File: config.mk
export PLATFORM = sky130hd
export DESIGN_NAME = rst_seq_ctrl
export DESIGN_NICKNAME = d
export VERILOG_FILES = /design/src/rtl/rst_seq_ctrl.sv
export SDC_FILE = /design/constraint.sdc
export NUM_CORES = 1
export LEC_CHECK = 0
export ABC_AREA = 0
export BUFFER_PORTS_ARGS = -buffer_cell sky130_fd_sc_hd__buf_2
export CORE_MARGIN = 8
export CORE_UTILIZATION = 53
export DETAILED_ROUTE_END_ITERATION = 10
export PLACE_DENSITY = 0.77
export SYNTH_ARGS = -nofsm -noshare
export SYNTH_HDL_FRONTEND = slang
export SYNTH_SLANG_ARGS = --single-unit
export TNS_END_PERCENT = 1
File: constraint.sdc
create_clock -name CLK -period 2.45 [get_ports CLK]
set_clock_uncertainty 0.15 [all_clocks]
set_input_delay 0.245 -clock CLK [delete_from_list [all_inputs] [get_ports CLK]]
set_output_delay 0.245 -clock CLK [all_outputs]
set_load 0.02 [all_outputs]
File: src/rtl/rst_seq_ctrl.sv
// +--------------------------------------------------------------------------+
// | rst_seq_ctrl : staged CORE -> TX -> RX reset release with software restart|
// | and optional watchdog (compiled in by RST_SEQ_WDOG_EN).   Rev 1.0         |
// +--------------------------------------------------------------------------+
`default_nettype none

module rst_seq_ctrl #(
   parameter int HOLD_CYCLES = 16,
   parameter int GAP_CYCLES  = 4,
   parameter int CNT_W       = 8,
   parameter int WDOG_CYCLES = 1000,
   parameter int WDOG_W      = 16
) (
   input  logic       CLK,
   input  logic       RST,
   input  logic       SW_RST_REQ,
   input  logic       WDOG_KICK,
   output logic       RST_CORE_N,
   output logic       RST_TX_N,
   output logic       RST_RX_N,
   output logic       DONE,
   output logic [1:0] STATE,
   output logic       WDOG_FLAG
);

   typedef enum logic [1:0] {
      S_HOLD = 2'd0,
      S_GAP1 = 2'd1,
      S_GAP2 = 2'd2,
      S_RUN  = 2'd3
   } state_t;

   localparam logic [CNT_W-1:0] C_HOLD_LAST = CNT_W'(HOLD_CYCLES - 1);
   localparam logic [CNT_W-1:0] C_GAP_LAST  = CNT_W'(GAP_CYCLES - 1);

   state_t           state_q, state_d;
   logic [CNT_W-1:0] cnt_q, cnt_d;
   logic             core_n_q, core_n_d;
   logic             tx_n_q, tx_n_d;
   logic             rx_n_q, rx_n_d;
   logic             done_q, done_d;
   logic             wdog_expire;
   logic             restart;

   assign restart = SW_RST_REQ | wdog_expire;

   always_comb begin
      state_d  = state_q;
      cnt_d    = cnt_q;
      core_n_d = core_n_q;
      tx_n_d   = tx_n_q;
      rx_n_d   = rx_n_q;
      done_d   = done_q;
      if (restart) begin
         state_d  = S_HOLD;
         cnt_d    = '0;
         core_n_d = 1'b0;
         tx_n_d   = 1'b0;
         rx_n_d   = 1'b0;
         done_d   = 1'b0;
      end else begin
         case (state_q)
            S_HOLD: begin
               if (cnt_q == C_HOLD_LAST) begin
                  state_d  = S_GAP1;
                  cnt_d    = '0;
                  core_n_d = 1'b1;
               end else begin
                  cnt_d = cnt_q + 1'b1;
               end
            end
            S_GAP1: begin
               if (cnt_q == C_GAP_LAST) begin
                  state_d = S_GAP2;
                  cnt_d   = '0;
                  tx_n_d  = 1'b1;
               end else begin
                  cnt_d = cnt_q + 1'b1;
               end
            end
            S_GAP2: begin
               if (cnt_q == C_GAP_LAST) begin
                  state_d = S_RUN;
                  cnt_d   = '0;
                  rx_n_d  = 1'b1;
                  done_d  = 1'b1;
               end else begin
                  cnt_d = cnt_q + 1'b1;
               end
            end
            default: begin
               // RUN is terminal; the counter parks at zero so it can never wrap
               cnt_d = '0;
            end
         endcase
      end
   end

   always_ff @(posedge CLK or negedge RST) begin
      if (!RST) begin
         state_q  <= S_HOLD;
         cnt_q    <= '0;
         core_n_q <= 1'b0;
         tx_n_q   <= 1'b0;
         rx_n_q   <= 1'b0;
         done_q   <= 1'b0;
      end else begin
         state_q  <= state_d;
         cnt_q    <= cnt_d;
         core_n_q <= core_n_d;
         tx_n_q   <= tx_n_d;
         rx_n_q   <= rx_n_d;
         done_q   <= done_d;
      end
   end

`ifdef RST_SEQ_WDOG_EN
   localparam logic [WDOG_W-1:0] C_WDOG_LAST = WDOG_W'(WDOG_CYCLES - 1);

   logic [WDOG_W-1:0] wdog_cnt_q, wdog_cnt_d;
   logic              wdog_flag_q, wdog_flag_d;

   assign wdog_expire = (state_q == S_RUN) && !WDOG_KICK && (wdog_cnt_q == C_WDOG_LAST);

   always_comb begin
      wdog_cnt_d  = wdog_cnt_q + 1'b1;
      wdog_flag_d = wdog_flag_q;
      if ((state_q != S_RUN) || WDOG_KICK || restart) begin
         wdog_cnt_d = '0;
      end
      // A software request on the expiry edge owns the restart, so no flag
      if (wdog_expire && !SW_RST_REQ) begin
         wdog_flag_d = 1'b1;
      end
   end

   always_ff @(posedge CLK or negedge RST) begin
      if (!RST) begin
         wdog_cnt_q  <= '0;
         wdog_flag_q <= 1'b0;
      end else begin
         wdog_cnt_q  <= wdog_cnt_d;
         wdog_flag_q <= wdog_flag_d;
      end
   end

   assign WDOG_FLAG = wdog_flag_q;
`else
   logic unused_wdog;

   assign unused_wdog = WDOG_KICK ^ (WDOG_CYCLES > 0) ^ (WDOG_W > 0);
   assign wdog_expire = 1'b0;
   assign WDOG_FLAG   = 1'b0;
`endif

   assign RST_CORE_N = core_n_q;
   assign RST_TX_N   = tx_n_q;
   assign RST_RX_N   = rx_n_q;
   assign DONE       = done_q;
   assign STATE      = state_q;

endmodule

`default_nettype wire

==> out/results.tsv, run 1 <==
metric	value	unit
Slew Limit Fails	0	
global placement routability congestion	0.775	
CTS tree	done	
Sw Share	24.0	%
Final Critical Period	2.14	ns
CTS clk-pin slew, worst paths	0.08	ns
#FFs+latches synth	13	
top cells by area, synth	dfrtp_1 (44%), ha_1 (10%), nor2_1 (7.6%)	
Syn-to-layout area delta	10.5	%
Routed met2 length	533	um
sequence of cells on the critical path	inv_1, ha_1, or4_4, a211oi_4, mux2_4	
Max VDD drop	316	uV
# DRC	0	
initial core utilization	57.0	%
Max Cap Viol	0	
CTS sink cnt	13	
Hold Fails Final Rpt	0	
TritonCTS buffer count	3	
Cell Int Power	290	uW
Worst path max stage delay	0.51	ns
Die Height	53.4	um
library cells used by synthesis	26	
CP arrival	2.16	ns
Post-synth EDFFs	0	
Nets	93	
Max Fclk	467	MHz
core area	0.00130	mm2
Crit-path slowest cell	or4_4	
number of global-route vias before repair	484	
routed via count	515	
Post-CTS Resized	0	
die area	0.00285	mm2
Rows	13	
Leakage Power	0.000400	uW
syn avg cell area	10.3	um2
Syn Inst Count	72	
crit path max fanout	5	
drt total wl	1.19	mm
status	completed	
Setup TNS Final	0	ns
post-DR vias/cell	5.31	
IO Port Bufs	8	
global route total overflow	0	
combinational share of power	7.0	%
synth cell count leaders	nor2_1 (15), dfrtp_1 (13), ha_1 (6), xor2_1 (5), inv_1 (4)	
Pre-antenna DRT Iters	1	
sequential share of the synthesized area	43.8	%
Die Width	53.4	um
H-tree Lvls	1	
Fill cells	117	
RSZ-0062 raised after global routing	no	
share of the synthesized area in the top cell type	43.8	%
area leader, netlist	dfrtp_1	
hold crit path type	primary input to register	
antenna cell count	0	
Main synth FF type	dfrtp_1	
Setup crit end kind	register	
met1 WL	538	um
CP startpoint kind	register	
clk_lat worst skew	0.27	ns
IO Pins	11	
setup violators final	0	
synthesized cell area	742	um2
Ys Warns	0	
dpl hpwl	922	um
most frequent cell after synthesis	nor2_1	
Setup Crit Path Kind	register to register	
P_sw	91.7	uW
Sequential Power Share	59.1	%
Worst EP required	2.46	ns
part of the cycle the worst path needs	87.5	%
PD cells	465	mW/mm2
Synth async-reset ratio	100	%
antenna violations before repair	0	
met3 WL	85	um
ratio of cells with drive above 1 in the final layout	23.2	%
1st-iter DRT viols	0	
Max clock buf depth	2	
largest net degree at the start of global routing	14	
post-route ant nets	0	
global-route wire length before repair	2.10	mm
Net Count, Synth	82	
WHS	0.0655	ns
total global routing track utilization	10.2	%
max layer used	met4	
clock network fraction of total power	33.9	%
Root Driver	clkbuf_4	
routed wire length per instance	12.3	um
## metal layers
metal  track usage, %  vias up
met5                0        -
met1             11.9      242
met3             3.64        4
li1                 -      260
met2             14.8        9
met4             7.56        0
## flip-flops by register name, summed over array words and instances (netlist names)
signal,flops
RST_TX_N,1
cnt_q,8
STATE,2
DONE,1
RST_CORE_N,1
## what timing repair did
item	CTS	global route
endpoints found under the hold margin	13	0
hold buffers	1	0
setup buffers	0	0
## cell type report
class / instances / area (um2) / share of cell area, %
Multi-Input combinational cell: 52 / 383 / 46.7
Clock inverter: 1 / 5.00 / 0.611
Timing Repair Buffer: 9 / 50.0 / 6.11
Sequential cell: 13 / 325 / 39.7
Tap cell: 15 / 18.8 / 2.29
Clock buffer: 3 / 22.5 / 2.75
Inverter: 4 / 15.0 / 1.83
## power groups by stage
stage / sequential (uW) / clock [uW] / combinational (uW)
5_1_grt: 227 / 143 / 31.1
3_3_place_gp: 229 / 0 / 25.4
6_report: 225 / 129 / 26.7
4_1_cts: 225 / 134 / 27.6
3_5_place_dp: 230 / 0 / 26.2
2_1_floorplan: 228 / 0 / 19.2
## final timing paths
path,endpoint,cells past startpoint,slack (ns),startpoint
min in group asynchronous,cnt_q[0],2,0.22,RST
min reg2reg,RST_CORE_N,2,0.35,RST_CORE_N
max in group asynchronous,STATE[0],2,1.70,RST
max reg2reg,STATE[0],5,0.31,STATE[1]
min,DONE,2,0.07,SW_RST_REQ
max,STATE[0],5,0.31,STATE[1]
## critical path, delay by kind of cell, from the launching register on
| family | cells | cell delay [ns] |
|---|---|---|
| AND/OR/NAND/NOR | 1 | 0.51 |
| flip-flops | 1 | 0.42 |
| multiplexers | 1 | 0.33 |
| AO/OA/AOI/OAI | 1 | 0.30 |
| adder cells (fa/ha/maj) | 1 | 0.24 |
| buffers and inverters | 1 | 0.09 |
## metrics by stage
stage / cell area [um2] / cells / util, % / total power (uW) / setup slack, ns
global placement: 782 / 92 / 60.1 / 255 / 0.345
floorplan: 742 / 72 / - / 247 / 0.260
global route: 820 / 97 / 63.0 / 401 / 0.237
finish: 820 / 97 / 63.0 / 381 / 0.307
CTS: 820 / 97 / 63.0 / 387 / 0.304
detailed placement: 782 / 92 / 60.1 / 256 / 0.315
## cell families (layout without fill, tap and decap cells)
kind of cell	after synthesis	in the layout	synth area share, %
multiplexers	2	2	3.37
XOR/XNOR	6	6	7.08
flip-flops	13	13	43.8
buffers and inverters	7	17	4.55
AO/OA/AOI/OAI	6	6	6.74
adder cells (fa/ha/maj)	6	6	10.1
other	1	1	0.505
AND/OR/NAND/NOR	31	31	23.8
## placed cells by master (no fill, tap or decap)
cell type / count
a211o_2: 1
a211oi_4: 1
a21oi_1: 3
and2_2: 1
and3_1: 1
buf_2: 8
clkbuf_4: 3
clkinv_2: 1
conb_1: 1
dfrtp_1: 13
dlygate4sd3_1: 1
ha_1: 6
inv_1: 4
mux2_4: 1
mux2i_1: 1
nand2_1: 2
nand2b_1: 2
nand3_1: 2
nand4_1: 3
nor2_1: 15
nor3_1: 1
nor4_1: 1
nor4_4: 1
o21ai_0: 1
or4_4: 1
or4b_4: 1
xnor2_1: 1
xor2_1: 5
(Power assumes the default switching activity.)
==> run 2: changes to the inputs <==
Settings changed: CELL_PAD_IN_SITES_DETAIL_PLACEMENT set to 0, CELL_PAD_IN_SITES_GLOBAL_PLACEMENT set to 1, CORE_ASPECT_RATIO set to 1.2, CORE_UTILIZATION 53 to 41, PLACE_DENSITY 0.77 to 0.76.
==> run 2 against run 1 <==
Die area rose by 20%. Count of clock-buffer cells in the layout did not move. Global-route usage fell by 2.0 points. Register-to-register slack got worse by 0.02 ns. Clock power barely moved. Cell count rose by 4.1%. Critical path depth did not move. Fmax fell by 0.73%.
==> out/results.tsv, run 2 (same netlist as run 1, synthesis figures left out) <==
metric	value	unit	change
status	completed		unchanged
clock network fraction of total power	34.3	%	was 33.9%
Max clock buf depth	2		unchanged
Hold Fails Final Rpt	0		unchanged
drt total wl	1.25	mm	was 1.19 mm
Top reg by flops	cnt_q		unchanged
Final Critical Period	2.16	ns	was 2.14 ns
commonest non-fill, non-tap cell in the layout	nor2_1		unchanged
reg2reg end	STATE[0]		unchanged
Sequential Power Share	58.7	%	was 59.1%
ratio of cells with drive above 1 in the final layout	23.2	%	unchanged
Setup crit end kind	register		unchanged
register area	325	um2	unchanged
Fill cells	182		was 117
H-tree Lvls	1		unchanged
worst hold endpoint	RST_CORE_N		was DONE
Max Cap Viol	0		unchanged
hold crit path type	primary input to register		unchanged
Root Driver	clkbuf_4		unchanged
footprint of the multi-input gates	383	um2	unchanged
# DRC	0		unchanged
post-route ant nets	0		unchanged
part of the cycle the worst path needs	88.1	%	was 87.5%
met3 Use GR	2.14	%	was 3.64%
Setup Crit Path Kind	register to register		unchanged
post-DR vias/cell	5.05		was 5.31
initial core utilization	42.0	%	was 57.0%
RSZ-0062 raised after global routing	no		unchanged
1st-iter DRT viols	4		was 0
Syn-to-layout area delta	11.1	%	was 10.5%
Max Fclk	463	MHz	was 467 MHz
Leakage Power	0.000400	uW	unchanged
antenna cell count	0		unchanged
GR peak layer	met2		unchanged
crit path max fanout	5		unchanged
TritonCTS buffer count	3		unchanged
routed wire length per instance	12.4	um	was 12.3 um
Setup TNS Final	0	ns	unchanged
Nets	93		unchanged
PD cells	465	mW/mm2	about the same
number of post-CTS setup repair buffers	0		unchanged
IO Port Bufs	8		unchanged
antenna violations before repair	0		unchanged
global-route wire length before repair	2.16	mm	was 2.10 mm
max reg flops	8		unchanged
Crit-path slowest cell	or4_4		unchanged
IO Pins	11		unchanged
Slew Limit Fails	0		unchanged
combinational share of power	7.0	%	about the same
CTS clk-pin slew, worst paths	0.09	ns	was 0.08 ns
CTS sink cnt	13		unchanged
commonest non-fill, non-tap cells in the layout	nor2_1 (15), dfrtp_1 (13), buf_2 (8)		unchanged
dpl hpwl	964	um	was 922 um
sequence of cells on the critical path	inv_1, ha_1, or4_4, a211oi_4, mux2_4		unchanged
CTS tree	done		unchanged
clk_lat worst skew	0.27	ns	about the same
total global routing track utilization	8.16	%	was 10.2%
Max VDD drop	222	uV	was 316 uV
die area	0.00343	mm2	was 0.00285 mm2
Die Height	62.6	um	was 53.4 um
CP arrival	2.17	ns	was 2.16 ns
setup violators final	0		unchanged
core area	0.00177	mm2	was 0.00130 mm2
Sw Share	24.5	%	was 24.0%
routed via count	510		was 515
Cell Int Power	290	uW	about the same
setup slack after placement	0.298	ns	was 0.315 ns
largest net degree at the start of global routing	14		unchanged
P_sw	94.0	uW	was 91.7 uW
Pre-antenna DRT Iters	4		was 1
reg2reg path depth	5		unchanged
hold path startpoint	SW_RST_REQ		unchanged
WHS	0.0608	ns	was 0.0655 ns
Worst path max stage delay	0.51	ns	about the same
number of global-route vias before repair	482		was 484
worst hold stages	2		unchanged
global route total overflow	0		unchanged
met2 track demand over resource	12.6	%	was 14.8%
final worst slack	0.291	ns	was 0.307 ns
CP startpoint kind	register		unchanged
worst reg2reg path startpoint	STATE[1]		unchanged
Rows	17		was 13
Worst EP required	2.46	ns	about the same
met1 GRT Util	9.93	%	was 11.9%
reg-to-reg slack, setup	0.29	ns	was 0.31 ns
Die Width	54.8	um	was 53.4 um
global placement routability congestion	0.765		was 0.775
run 2: cell type report:
type                            count  area share [%]
Multi-Input combinational cell     52            46.4
Sequential cell                    13            39.5
Timing Repair Buffer                9            6.07
Tap cell                           19            2.88
Clock buffer                        3            2.73
Inverter                            4            1.82
Clock inverter                      1           0.607
run 2: repair_timing:
item	in CTS	in global routing
resized for setup	0	0
endpoints found under the hold margin	13	0
hold buffers	1	0
run 2: stage by stage:
stage	cell area [um2]	utilization (%)	cells	power, uW
after floorplan	742	-	72	247
after global placement	787	44.6	96	255
after detailed placement	787	44.6	96	256
after CTS	825	46.7	101	390
after global routing	825	46.7	101	400
final	825	46.7	101	384
run 2: worst max path at each step:
stage	startpoint	to	cells after the start	slack [ns]
5_1_grt	STATE[1]	STATE[0]	5	0.18
3_3_place_gp	STATE[0]	STATE[0]	5	0.31
2_1_floorplan	STATE[0]	STATE[0]	5	0.26
3_5_place_dp	STATE[0]	STATE[0]	5	0.30
6_report	STATE[1]	STATE[0]	5	0.29
4_1_cts	STATE[1]	STATE[0]	5	0.27
run 2: routing by layer:
metal	share of wire [%]	wire length (um)
met4	0.96	12
met1	47	586
met3	5.5	69
met2	46	579
met5	0	0
run 2: power by group through the flow:
| stage | combinational [uW] | clock, uW | sequential [uW] |
|---|---|---|---|
| 6_report | 26.7 | 132 | 225 |
| 5_1_grt | 30.0 | 144 | 227 |
| 4_1_cts | 27.4 | 137 | 225 |
| 3_5_place_dp | 26.3 | 0 | 230 |
| 3_3_place_gp | 26.0 | 0 | 229 |
| 2_1_floorplan | 19.2 | 0 | 228 |
run 2: worst max-delay path: cells and delay by family, from the launching register on:
kind,cells,cell delay [ns]
AO/OA/AOI/OAI,1,0.31
adder cells (fa/ha/maj),1,0.24
buffers and inverters,1,0.08
flip-flops,1,0.42
multiplexers,1,0.32
AND/OR/NAND/NOR,1,0.51
